### src/rtl/ps2_host_tx.sv
// PS/2 host-to-device transmitter: inhibit, request-to-send, 11-clock frame, device ACK.
// Optional macro PS2_TX_RETRY_EN: one automatic resend of the latched byte before reporting error.
module ps2_host_tx #(
  parameter int unsigned CLK_FREQ_HZ = 100_000_000,
  parameter int unsigned INHIBIT_US  = 100,
  parameter int unsigned TIMEOUT_US  = 15000
) (
  input  logic       clk,
  input  logic       rst,
  input  logic [7:0] tx_data,
  input  logic       tx_start,
  input  logic       ps2_clk_in,
  input  logic       ps2_data_in,
  output logic       ps2_clk_oe,
  output logic       ps2_data_oe,
  output logic       busy,
  output logic       done,
  output logic       error
);

  localparam logic [63:0] INHIBIT_CYC = 64'(INHIBIT_US) * 64'(CLK_FREQ_HZ) / 64'd1_000_000;
  localparam logic [63:0] TIMEOUT_CYC = 64'(TIMEOUT_US) * 64'(CLK_FREQ_HZ) / 64'd1_000_000;
  localparam logic [63:0] MAX_CYC     = (INHIBIT_CYC > TIMEOUT_CYC) ? INHIBIT_CYC : TIMEOUT_CYC;
  localparam int          CNT_W       = $clog2(MAX_CYC) + 1;

  // The REQ cycle also holds clk low, so INHIBIT runs one cycle short and the
  // total clk-low window is exactly INHIBIT_CYC cycles.
  localparam logic [CNT_W-1:0] INH_LOAD = CNT_W'(INHIBIT_CYC - 64'd2);
  localparam logic [CNT_W-1:0] TMO_LAST = CNT_W'(TIMEOUT_CYC - 64'd1);

  typedef enum logic [2:0] {
    S_IDLE,
    S_INHIBIT,
    S_REQ,
    S_SHIFT,
    S_ACK,
    S_WAIT_IDLE,
    S_DONE,
    S_ERR
  } state_t;

  state_t state, state_next;

  logic clk_meta, clk_sync, clk_prev;
  logic data_meta, data_sync;
  logic fall;

  logic [7:0]       byte_q;
  logic             parity_q;
  logic [9:0]       sreg;
  logic             cur_bit;
  logic [3:0]       bit_cnt;
  logic [CNT_W-1:0] inh_cnt;
  logic [CNT_W-1:0] tmo_cnt;
  logic             tmo_hit;
  logic             fail;
`ifdef PS2_TX_RETRY_EN
  logic             retried;
  logic             retry_go;
`endif

  // Both pins idle high, so the synchronisers reset to 1 to avoid a false fall.
  // NOTE: all clocked state uses non-blocking assignments so every register
  // samples pre-edge values regardless of statement order.
  always_ff @(posedge clk) begin
    if (rst) begin
      clk_meta  <= 1'b1;
      clk_sync  <= 1'b1;
      clk_prev  <= 1'b1;
      data_meta <= 1'b1;
      data_sync <= 1'b1;
    end else begin
      clk_meta  <= ps2_clk_in;
      clk_sync  <= clk_meta;
      clk_prev  <= clk_sync;
      data_meta <= ps2_data_in;
      data_sync <= data_meta;
    end
  end

  assign fall    = clk_prev & ~clk_sync;
  assign tmo_hit = (tmo_cnt == TMO_LAST);

  always_ff @(posedge clk) begin
    if (rst) state <= S_IDLE;
    else     state <= state_next;
  end

  // NOTE: every combinational output gets a default first so no path
  // through the case statement can infer a latch.
  always_comb begin
    state_next = state;
    fail       = 1'b0;
`ifdef PS2_TX_RETRY_EN
    retry_go   = 1'b0;
`endif
    case (state)
      S_IDLE, S_DONE, S_ERR: state_next = tx_start ? S_INHIBIT : S_IDLE;
      S_INHIBIT:             if (inh_cnt == '0) state_next = S_REQ;
      S_REQ:                 state_next = S_SHIFT;
      S_SHIFT: begin
        if (fall) begin
          if (bit_cnt == 4'd9) state_next = S_ACK;
        end else if (tmo_hit) begin
          fail = 1'b1;
        end
      end
      S_ACK: begin
        if (fall) begin
          if (data_sync) fail = 1'b1;
          else           state_next = S_WAIT_IDLE;
        end else if (tmo_hit) begin
          fail = 1'b1;
        end
      end
      S_WAIT_IDLE: begin
        if (clk_sync && data_sync) state_next = S_DONE;
        else if (tmo_hit)          fail = 1'b1;
      end
      default: state_next = S_IDLE;
    endcase

    if (fail) begin
`ifdef PS2_TX_RETRY_EN
      if (!retried) begin
        retry_go   = 1'b1;
        state_next = S_INHIBIT;
      end else begin
        state_next = S_ERR;
      end
`else
      state_next = S_ERR;
`endif
    end
  end

  always_ff @(posedge clk) begin
    if (rst) begin
      byte_q   <= '0;
      parity_q <= 1'b0;
      sreg     <= '1;
      cur_bit  <= 1'b1;
      bit_cnt  <= '0;
      inh_cnt  <= '0;
      tmo_cnt  <= '0;
`ifdef PS2_TX_RETRY_EN
      retried  <= 1'b0;
`endif
    end else begin
      if (tx_start && !busy) begin
        byte_q   <= tx_data;
        parity_q <= ~^tx_data;
`ifdef PS2_TX_RETRY_EN
        retried  <= 1'b0;
`endif
      end
`ifdef PS2_TX_RETRY_EN
      if (retry_go) retried <= 1'b1;
`endif

      // Entry into INHIBIT covers both a fresh start and a retry.
      if (state_next == S_INHIBIT && state != S_INHIBIT) begin
        inh_cnt <= INH_LOAD;
      end else if (state == S_INHIBIT && inh_cnt != '0) begin
        inh_cnt <= inh_cnt - CNT_W'(1);
      end

      if (state == S_REQ) begin
        sreg    <= {1'b1, parity_q, byte_q};
        cur_bit <= 1'b0;
        bit_cnt <= '0;
        tmo_cnt <= CNT_W'(1);
      end else if (state == S_SHIFT || state == S_ACK || state == S_WAIT_IDLE) begin
        if (fall) begin
          tmo_cnt <= CNT_W'(1);
          if (state == S_SHIFT) begin
            cur_bit <= sreg[0];
            sreg    <= {1'b1, sreg[9:1]};
            bit_cnt <= bit_cnt + 4'd1;
          end
        end else if (!tmo_hit) begin
          tmo_cnt <= tmo_cnt + CNT_W'(1);
        end
      end
    end
  end

  assign busy        = (state == S_INHIBIT) || (state == S_REQ) || (state == S_SHIFT) ||
                       (state == S_ACK) || (state == S_WAIT_IDLE);
  assign ps2_clk_oe  = (state == S_INHIBIT) || (state == S_REQ);
  assign ps2_data_oe = (state == S_REQ) || (state == S_SHIFT && !cur_bit);
  assign done        = (state == S_DONE);
  assign error       = (state == S_ERR);

endmodule

### config.mk
export PLATFORM = sky130hd
export DESIGN_NAME = ps2_host_tx
export DESIGN_NICKNAME = d
export VERILOG_FILES = /design/src/rtl/ps2_host_tx.sv
export SDC_FILE = /design/constraint.sdc
export NUM_CORES = 1
export LEC_CHECK = 0
export ABC_CLOCK_PERIOD_IN_PS = 2000
export BUFFER_PORTS_ARGS = -buffer_cell sky130_fd_sc_hd__buf_4
export CORE_MARGIN = 2
export CORE_UTILIZATION = 55
export CTS_BUF_LIST = sky130_fd_sc_hd__clkbuf_4
export DETAILED_ROUTE_END_ITERATION = 16
export PLACE_DENSITY = 0.73
export REMOVE_ABC_BUFFERS = 1
export SYNTH_ARGS = -nofsm -noshare
export SYNTH_HDL_FRONTEND = slang
export SYNTH_SLANG_ARGS = --single-unit
### constraint.sdc
create_clock -name clk -period 2 [get_ports clk]
set_input_delay 0.3 -clock clk [delete_from_list [all_inputs] [get_ports clk]]
set_output_delay 0.3 -clock clk [all_outputs]
set_load 0.02 [all_outputs]
==> metrics, run 1 <==
Root Driver=clkbuf_4; crit path time final=1.93 ns; critical path class=reg2reg; Critical Path, Cell by Cell=or4b_4 > nor4_4 > o211ai_1 > a21o_1 > buf_12 > a21oi_2; Area contributors post-synth=dfxtp_1 38%, a21oi_1 4.6%, xnor2_1 4.5%, nor2_1 3.4%, nor3_1 2.7%; yosys synthesis warning count=0; Worst path max stage delay=0.55 ns; H-tree depth=3; final count of hold timing violations=0; leakage=1.74 nW; Max Cap Viol=0; CP Capture Type=register; register area=1510 um2; Post-synth ARST share=0; f_max=518 MHz; clock buffer depth=2; max-slew violations=0; Initial Utilization=0.573; cell family with most CP delay=simple AND/OR/NAND/NOR gates; CP max-delay cell=or4b_4; Slew @ Worst Pin=0.460 ns; Inserted Clock Buffers=9; post-route ant nets=0; Final Total Pwr=3.16 mW; row count=30; CP Launch Type=register; NumNets Final=517; die area=7810 um2; final core occ=0.668; Top Ports=18; RSZ-0062 raised after global routing=yes; clk_skew=0.0117 ns; antenna diode count=0; hold_ws=0.0546 ns; Residual DRC=0; syn avg cell area=8.65 um2; HPWL reported at the end of detailed placement=6010 um; Hold WC Path Type=in2reg; Total GRT Usage=0.240; initial antenna violation count=0; layout cells sized above 1=0.231; Setup violations, final=0; Data required, critical path=2.36 ns; first-pass GRT wire length=14,900 um; Slew HR=0.690; Synth area leader=dfxtp_1; total wire length=8740 um; pin count of the biggest net entering global routing=33; IO Port Bufs=17; Routed WL per cell=14.6 um; pwr dens=693 nW/um2; critical-path maximum fanout=15; hold_buf cts=0; top_reg_cell synth=dfxtp_1; Post-synth EDFFs=0; total iterations of the first detailed-routing run=5; status=finished, final reports clean; synthesized flop and latch total=75; Initial DRC Count=147; count of different cell masters after synthesis=63; CTS tree=built; worst-case vdd ir drop=417 uV; register area share after synthesis=0.383; Placer Congestion=0.877; area occupied by multi-input gates=2260 um2; clk slew on worst S/H paths=0.12 ns; period utilisation layout=0.965; fill cell count=588; vias in the first global route=3,317; TritonCTS Sinks=75; grt ovf=0; Post-Syn Instances=453; Clk Latency, worst-skew pair=0.43 ns; Die H=88.4 um; Buf/Inv on CP=1; Yosys top cell area share=0.383; CP Data Arrival Time=2.29 ns; synthesis-to-layout area growth=16.5%; TNS Setup=0 ns; Vias=3,495; die width=88.4 um; core area=6830 um2; vias per inst=5.84; Post-Synthesis Cell Area=3920 um2
-- sequential cells by signal, summed over array words and instances, names as in the netlist --
register	count
sreg	9
bit_cnt	4
cur_bit	1
clk_sync	1
data_sync	1
clk_prev	1
data_meta	1
inh_cnt	22
byte_q	8
parity_q	1
state	3
tmo_cnt	22
clk_meta	1
-- stage by stage --
step / setup WS [ns] / area (um2) / cells
2_1_floorplan: -0.279 / 3750 / 425
3_3_place_gp: 0.111 / 4310 / 576
3_5_place_dp: 0.0587 / 4310 / 576
4_1_cts: 0.00185 / 4470 / 592
5_1_grt: -0.0642 / 4560 / 598
6_report: 0.0702 / 4560 / 598
-- cell families (layout without fill, tap and decap cells) --
logic type                 after synthesis  in the layout  share of synthesized area
AOI/OAI and AO/OA                      104            105                      0.175
muxes                                   10             10                     0.0259
and+or+nand+nor                        195            195                      0.287
xor gates and xnor gates                24             24                     0.0537
adders and majority gates                7              7                     0.0224
buffers and inverters                   38             86                     0.0527
DFF                                     75             75                      0.383
-- worst paths after layout --
path,depth (start not counted),startpoint,endpoint,slack [ns]
setup / recovery,6,tmo_cnt[7]$_SDFFE_PP0P_,inh_cnt[15]$_SDFFE_PP0P_,0.07
setup reg to reg,6,tmo_cnt[7]$_SDFFE_PP0P_,inh_cnt[15]$_SDFFE_PP0P_,0.07
hold reg to reg,1,clk_meta$_SDFF_PP1_,clk_sync$_SDFF_PP1_,0.42
hold / removal,2,ps2_data_in,data_meta$_SDFF_PP1_,0.05
-- layout by cell type, fill, tap and decap left out, drive strengths merged, types with 12 or more instances in the layout --
master  instances
nand2          26
nor3           21
or3            12
buf            60
o21ai          18
nand3          21
nor2           47
a21oi          36
dfxtp          75
xnor2          20
-- per-layer routing --
layer | share of wire | global-route usage
met4 | 0.012 | 0.0565
met2 | 0.50 | 0.431
met5 | 0 | 0
met3 | 0.033 | 0.0560
met1 | 0.45 | 0.290
-- repair_timing --
item	in CTS	in global routing
gates resized for setup	3	16
setup buffers	0	5
setup endpoints to repair	2	35
gates cloned	0	1
pin swaps	0	3
-- synthesized netlist by cell type, types with 9 or more instances --
| master | number |
|---|---|
| or3_1 | 12 |
| or4_1 | 10 |
| buf_2 | 9 |
| nand2_1 | 26 |
| dfxtp_1 | 75 |
| mux2i_1 | 9 |
| nor2_1 | 36 |
| nor2_2 | 11 |
| nand4_1 | 10 |
| a21oi_1 | 36 |
| nor3_1 | 21 |
| nand3_1 | 20 |
| o21ai_1 | 13 |
| inv_1 | 10 |
| xnor2_1 | 20 |
-- power breakdown --
group	internal [mW]	switching (mW)	leakage, nW
sequential	1.54	0.0496	0.612
clock	0.511	0.523	0.0815
combinational	0.245	0.288	1.05
-- area by class of cell --
type                            count  area share
Tap cell                           96      0.0263
Sequential cell                    75       0.331
Multi-Input combinational cell    341       0.496
Clock inverter                      6      0.0175
Clock buffer                       10      0.0165
Timing Repair Buffer               60       0.104
Inverter                           10     0.00823
(Power assumes the default switching activity.)
==> run 2: changes to the inputs <==
--- a/config.mk
+++ b/config.mk
@@ -5,7 +5,7 @@
 export SDC_FILE = /design/constraint.sdc
 export NUM_CORES = 1
 export LEC_CHECK = 0
-export ABC_CLOCK_PERIOD_IN_PS = 2000
+export ABC_CLOCK_PERIOD_IN_PS = 2200
 export BUFFER_PORTS_ARGS = -buffer_cell sky130_fd_sc_hd__buf_4
 export CORE_MARGIN = 2
 export CORE_UTILIZATION = 55
==> constraint.sdc (replaced) <==
create_clock -name clk -period 2.2 [get_ports clk]
set_input_delay 0.33 -clock clk [delete_from_list [all_inputs] [get_ports clk]]
set_output_delay 0.33 -clock clk [all_outputs]
set_load 0.02 [all_outputs]
==> metrics, run 2 (synthesized netlist as in run 1, its figures left out) <==
H-tree depth=3 (unchanged); hold_ws=0.0904 ns (+0.0358 ns); CP Launch Type=register; Cells after DPL=561 (-2.6%); commonest non-fill, non-tap cell in the layout=dfxtp_1; Root Driver=clkbuf_4; Placer Congestion=0.878 (+0.15%); R2R depth=6 (unchanged); clock buffer depth=2 (unchanged); TritonCTS Sinks=75 (unchanged); leakage=1.61 nW (-7.6%); Layout Cells excl Fill=577 (-3.5%); Die H=88.4 um (unchanged); RSZ-0062 raised after global routing=no; crit path time final=2.11 ns; clk_skew=0.0144 ns (+0.00269 ns); Hold Path Depth=2 (unchanged); HPWL reported at the end of detailed placement=5900 um (-1.7%); core area=6830 um2 (unchanged); Final Total Pwr=2.60 mW (-18%); pin count of the biggest net entering global routing=37 (+12%); vias in the first global route=3,136 (-5.5%); Max Cap Viol=0 (unchanged); synthesis-to-layout area growth=9.52%; Top Ports=18 (unchanged); Clk Latency, worst-skew pair=0.42 ns (about the same); commonest non-fill, non-tap cells in the layout=72 x dfxtp_1, 40 x buf_4, 36 x a21oi_1, 36 x nor2_1, 25 x nand2_1; f_max=474 MHz; Total GRT Usage=0.234 (-0.00623); CP Data Arrival Time=1.78 ns (-0.51 ns); Vias=3,342 (-4.4%); max-slew violations=0 (unchanged); Hold WC Path Type=in2reg; die area=7810 um2 (unchanged); Most Frequent Cell on Critical Path=buf_4; first-pass GRT wire length=14,400 um (-3.5%); CP max-delay cell=or3b_2; Routed WL per cell=14.2 um (-2.6%); NumNets Final=496 (-4.1%); Initial Utilization=0.573 (unchanged); Slew @ Worst Pin=0.544 ns (+0.0841 ns); Inserted Clock Buffers=9 (unchanged); vias per inst=5.79 (-0.90%); antenna diode count=0 (unchanged); Slew HR=0.634 (-0.0554); Setup violations, final=0 (unchanged); total wire length=8220 um (-6.0%); Initial DRC Count=142 (-3.4%); initial antenna violation count=0 (unchanged); total iterations of the first detailed-routing run=5 (unchanged); pre-CTS setup slack=0.105 ns (+0.0467 ns); pwr dens=606 nW/um2 (-13%); Critical Path, Cell by Cell=buf_4 > or3b_2 > o21ai_0 > buf_4; status=finished, final reports clean; critical path class=reg2out; worst-case vdd ir drop=369 uV (-12%); layout cells sized above 1=0.181 (-0.0502); CTS tree=built; clk slew on worst S/H paths=0.11 ns (about the same); grt ovf=0 (unchanged); Residual DRC=0 (unchanged); Worst path max stage delay=0.53 ns (-0.02 ns); IO Port Bufs=17 (unchanged); CP Capture Type=output pin; row count=30 (unchanged); critical-path maximum fanout=7 (-8); final count of hold timing violations=0 (unchanged); final worst slack=0.0909 ns (+0.0206 ns); die width=88.4 um (unchanged); post-route ant nets=0 (unchanged); period utilisation layout=0.959; Top Registers=inh_cnt x22, tmo_cnt x22, sreg x9; Data required, critical path=1.87 ns (-0.49 ns)
## run 2: cell types whose count changed in the layout (fill, tap and decap cells not counted), sizes merged
| cell | delta |
|---|---|
| clkinvlp | -1 |
| bufinv | -2 |
| clkbuf | +2 |
| buf | -20 |
| a22o | -1 |
| clkinv | +1 |
## run 2: timing repair
action / in CTS / in global routing
gates resized for setup: 1 / 5
hold buffers: 0 / 0
setup buffers: 0 / 0
setup endpoints to repair: 1 / 9
## run 2: path summary, 6_finish.rpt
check,start,end,slack [ns]
max,state[1]$_SDFF_PP0_,ps2_clk_oe,0.09
min,ps2_clk_in,clk_meta$_SDFF_PP1_,0.09
max reg2reg,tmo_cnt[7]$_SDFFE_PP0P_,tmo_cnt[12]$_SDFFE_PP0P_,0.16
min reg2reg,data_meta$_SDFF_PP1_,data_sync$_SDFF_PP1_,0.42
## run 2: critical path: cells and delay by family (launching register included)
| family | cells | cell delay, ns |
|---|---|---|
| buffers and inverters | 2 | 0.35 |
| AND/OR/NAND/NOR | 1 | 0.53 |
| AO/OA/AOI/OAI | 1 | 0.12 |
| flip-flops | 1 | 0.37 |
## run 2: area by class of cell
class                      count  area [um2]
inverter                      10        37.5
clock buffer                  12        90.1
fill                         638        2540
clock inverter                 4        17.5
sequential                    75        1510
timing repair buffer          40         300
multi-input combinational    340        2220
tap                           96         120
## run 2: report_power, final
| part | internal [mW] | leakage [nW] | switching [mW] |
|---|---|---|---|
| clock | 0.261 | 0.0662 | 0.447 |
| combinational | 0.195 | 0.933 | 0.244 |
| sequential | 1.40 | 0.611 | 0.0476 |
| total | 1.86 | 1.61 | 0.739 |
## run 2: stage by stage
step | util | area, um2 | TNS (ns)
after global placement | 0.610 | 4170 | 0
final | 0.628 | 4290 | 0
after detailed placement | 0.610 | 4170 | 0
after global routing | 0.628 | 4290 | 0
after floorplan | - | 3750 | -0.268
after CTS | 0.626 | 4280 | 0
## run 2: metal layers
layer | part of all wire | GRT usage
met1 | 0.45 | 0.283
met2 | 0.50 | 0.399
met4 | 0.017 | 0.0840
met3 | 0.033 | 0.0625
met5 | 0 | 0
==> run 3: changes to the inputs <==
==> config.mk (replaced) <==
export PLATFORM = sky130hd
export DESIGN_NAME = ps2_host_tx
export DESIGN_NICKNAME = d
export VERILOG_FILES = /design/src/rtl/ps2_host_tx.sv
export SDC_FILE = /design/constraint.sdc
export NUM_CORES = 1
export LEC_CHECK = 0
export ABC_AREA = 1
export ABC_CLOCK_PERIOD_IN_PS = 2200
export BUFFER_PORTS_ARGS = -buffer_cell sky130_fd_sc_hd__buf_4
export CORE_MARGIN = 2
export CORE_UTILIZATION = 55
export CTS_BUF_LIST = sky130_fd_sc_hd__clkbuf_4 sky130_fd_sc_hd__clkbuf_8
export DETAILED_ROUTE_END_ITERATION = 16
export PLACE_DENSITY = 0.72
export REMOVE_ABC_BUFFERS = 1
export SLEW_MARGIN = 30
export SYNTH_ARGS = -nofsm -noshare
export SYNTH_HDL_FRONTEND = slang
export SYNTH_SLANG_ARGS = --single-unit
==> metrics, run 3 <==
Top Registers=inh_cnt x22, tmo_cnt x22, sreg x9; most frequent cell after synthesis=nand2_1; vias per inst=5.38 (-7.2%); Area contributors post-synth=dfxtp_1 35%, nand2_1 12%, nor2_1 7.7%, inv_1 5.9%, nand3_1 5.1%; IO Port Bufs=17 (unchanged); final count of hold timing violations=0 (unchanged); clock buffer depth=2 (unchanged); Post-synth EDFFs=0 (unchanged); Area after DPL=4450 um2 (+6.8%); clk_skew=0.0164 ns (+0.00202 ns); Reg2Reg Capture Point=inh_cnt[12]$_SDFFE_PP0P_; Root Driver=clkbuf_8; Total GRT Usage=0.250 (+0.0167); worst-case vdd ir drop=530 uV (+44%); die area=8420 um2 (+7.8%); TNS Setup=0 ns (unchanged); vias in the first global route=3,809 (+21%); yosys synthesis warning count=0 (unchanged); R2R Setup Slk=0.26 ns (+0.10 ns); HPWL reported at the end of detailed placement=7250 um (+23%); period utilisation layout=0.895 (-0.0634); critical-path maximum fanout=5 (-2); antenna diode count=0 (unchanged); max-slew violations=0 (unchanged); CTS tree=built; Initial DRC Count=184 (+30%); Slew HR=0.689 (+0.0548); Initial Utilization=0.557 (-0.0164); leakage=1.90 nW (+18%); H-tree depth=3 (unchanged); hold_ws=0.147 ns (+0.0564 ns); Slew @ Worst Pin=0.463 ns (-0.0807 ns); post-route ant nets=0 (unchanged); CP Data Arrival Time=1.64 ns (-0.14 ns); first-pass GRT wire length=16,900 um (+18%); status=finished, final reports clean; Post-synth ARST share=0 (unchanged); Residual DRC=0 (unchanged); RSZ-0062 raised after global routing=no; crit path time final=1.97 ns (-0.139 ns); NumNets Final=660 (+33%); die width=91.8 um (+3.8%); Hold WC Path Type=in2reg; pwr dens=727 nW/um2 (+20%); TritonCTS Sinks=75 (unchanged); synthesized flop and latch total=75 (unchanged); Vias=4,017 (+20%); Placer Congestion=0.981 (+12%); hold_buf cts=0 (unchanged); Clk Latency, worst-skew pair=0.36 ns (-0.06 ns); pin count of the biggest net entering global routing=25 (-32%); Max Cap Viol=0 (unchanged); Routed WL per cell=13.2 um (-7.1%); row count=32 (+6.7%); syn avg cell area=6.85 um2 (-21%); Post-Synthesis Cell Area=4240 um2 (+8.2%); Layout Cells excl Fill=747 (+29%); layout cells sized above 1=0.130 (-0.0506); critical path class=reg2out; Setup violations, final=0 (unchanged); register area share after synthesis=0.354 (-0.0290); reg2reg start=inh_cnt[0]$_SDFFE_PP0P_; Worst Hold End=clk_meta$_SDFF_PP1_; commonest non-fill, non-tap cells in the layout=129 x nand2_1, 87 x nor2_1, 75 x dfxtp_1; # Post-CTS Setup Buffers=0 (unchanged); total wire length=9890 um (+20%); Worst Hold Launch=ps2_clk_in; fin area=4640 um2 (+8.1%); Inserted Clock Buffers=9 (unchanged); total iterations of the first detailed-routing run=5 (unchanged); Cells after DPL=731 (+30%); Yosys top cell area share=0.354 (-0.0290); commonest non-fill, non-tap cell in the layout=nand2_1; f_max=508 MHz (+7.1%); R2R depth=11 (+5); CP Capture Type=output pin; core area=7610 um2 (+11%); Die H=91.8 um (+3.8%); Post-Syn Instances=619 (+37%); Synth area leader=dfxtp_1; Top Ports=18 (unchanged); Hold Path Depth=2 (unchanged); count of different cell masters after synthesis=38 (-40%); clk slew on worst S/H paths=0.09 ns (-0.02 ns); synthesis-to-layout area growth=9.45% (about the same); initial antenna violation count=0 (unchanged); most instantiated cells after synthesis=130 x nand2_1, 87 x nor2_1, 75 x dfxtp_1, 67 x inv_1, 43 x nand3_1; Data required, critical path=1.87 ns (about the same); top_reg_cell synth=dfxtp_1; CP Launch Type=register; grt ovf=0 (unchanged)
## run 3: changes by cell type in the layout (fill, tap and decap cells not counted), sizes merged, moves of 11 or more
cell | previous run | this run
buf | 40 | 24
inv | 10 | 77
nand2 | 26 | 138
nand3 | 21 | 45
nand4 | 10 | 22
nor2 | 47 | 100
o21ai | 18 | 34
or3 | 12 | 0
xor2 | 4 | 15
## run 3: cell families (layout without fill, tap and decap cells)
logic type      after synthesis  count (layout)  share of synthesized area
compound gates               97              97                      0.133
flops                        75              75                      0.354
xor+xnor                     26              26                     0.0537
simple gates                326             326                      0.351
buf+inv                      88             114                     0.0874
fa+ha+maj                     7               7                     0.0207
## run 3: through the flow
stage	setup slack (ns)	utilization	power (mW)
2_1_floorplan	0.273	-	2.18
5_1_grt	0.0472	0.610	3.60
3_5_place_dp	0.252	0.585	2.40
3_3_place_gp	0.251	0.585	2.39
4_1_cts	0.131	0.609	3.40
6_report	0.230	0.610	3.37
## run 3: worst max-delay path by stage
stage | start | to | slack [ns] | cells past startpoint
finish | state[0]$_SDFF_PP0_ | busy | 0.23 | 7
global route | state[1]$_SDFF_PP0_ | ps2_data_oe | 0.05 | 6
CTS | state[0]$_SDFF_PP0_ | busy | 0.13 | 7
detailed placement | inh_cnt[0]$_SDFFE_PP0P_ | inh_cnt[12]$_SDFFE_PP0P_ | 0.25 | 11
global placement | inh_cnt[0]$_SDFFE_PP0P_ | inh_cnt[12]$_SDFFE_PP0P_ | 0.25 | 11
floorplan | tmo_cnt[0]$_SDFFE_PP0P_ | tmo_cnt[18]$_SDFFE_PP0P_ | 0.27 | 8
## run 3: timing repair
action                                 CTS  global route
endpoints found under the hold margin    0             0
setup endpoints to repair                0             2
gates resized for setup                  0             1
## run 3: layout make-up
class                      count  area [um2]
tap                          102         128
clock buffer                   9         124
multi-input combinational    456        2370
timing repair buffer          24         180
fill                         743        2970
inverter                      74         278
sequential                    75        1500
clock inverter                 7        58.8
## run 3: worst max-delay path, cell delays in order (launching register included)
cell and delay, ns:
dfxtp_1 0.43, nand2_1 0.12, nor2_2 0.19, inv_1 0.09
nand2_2 0.15, inv_1 0.08, nand3_1 0.09, buf_4 0.15
## run 3: per-layer routing
| layer | vias up | part of all wire | GRT usage |
|---|---|---|---|
| met5 | - | 0 | 0 |
| met4 | 0 | 0.031 | 0.123 |
| met3 | 27 | 0.041 | 0.0485 |
| met2 | 102 | 0.48 | 0.422 |
| met1 | 1832 | 0.45 | 0.306 |
| li1 | 2056 | - | - |
## run 3: report_power, final
part	switching [mW]	internal, mW
clock	0.569	0.425
combinational	0.572	0.285
sequential	0.0726	1.45
total	1.21	2.16
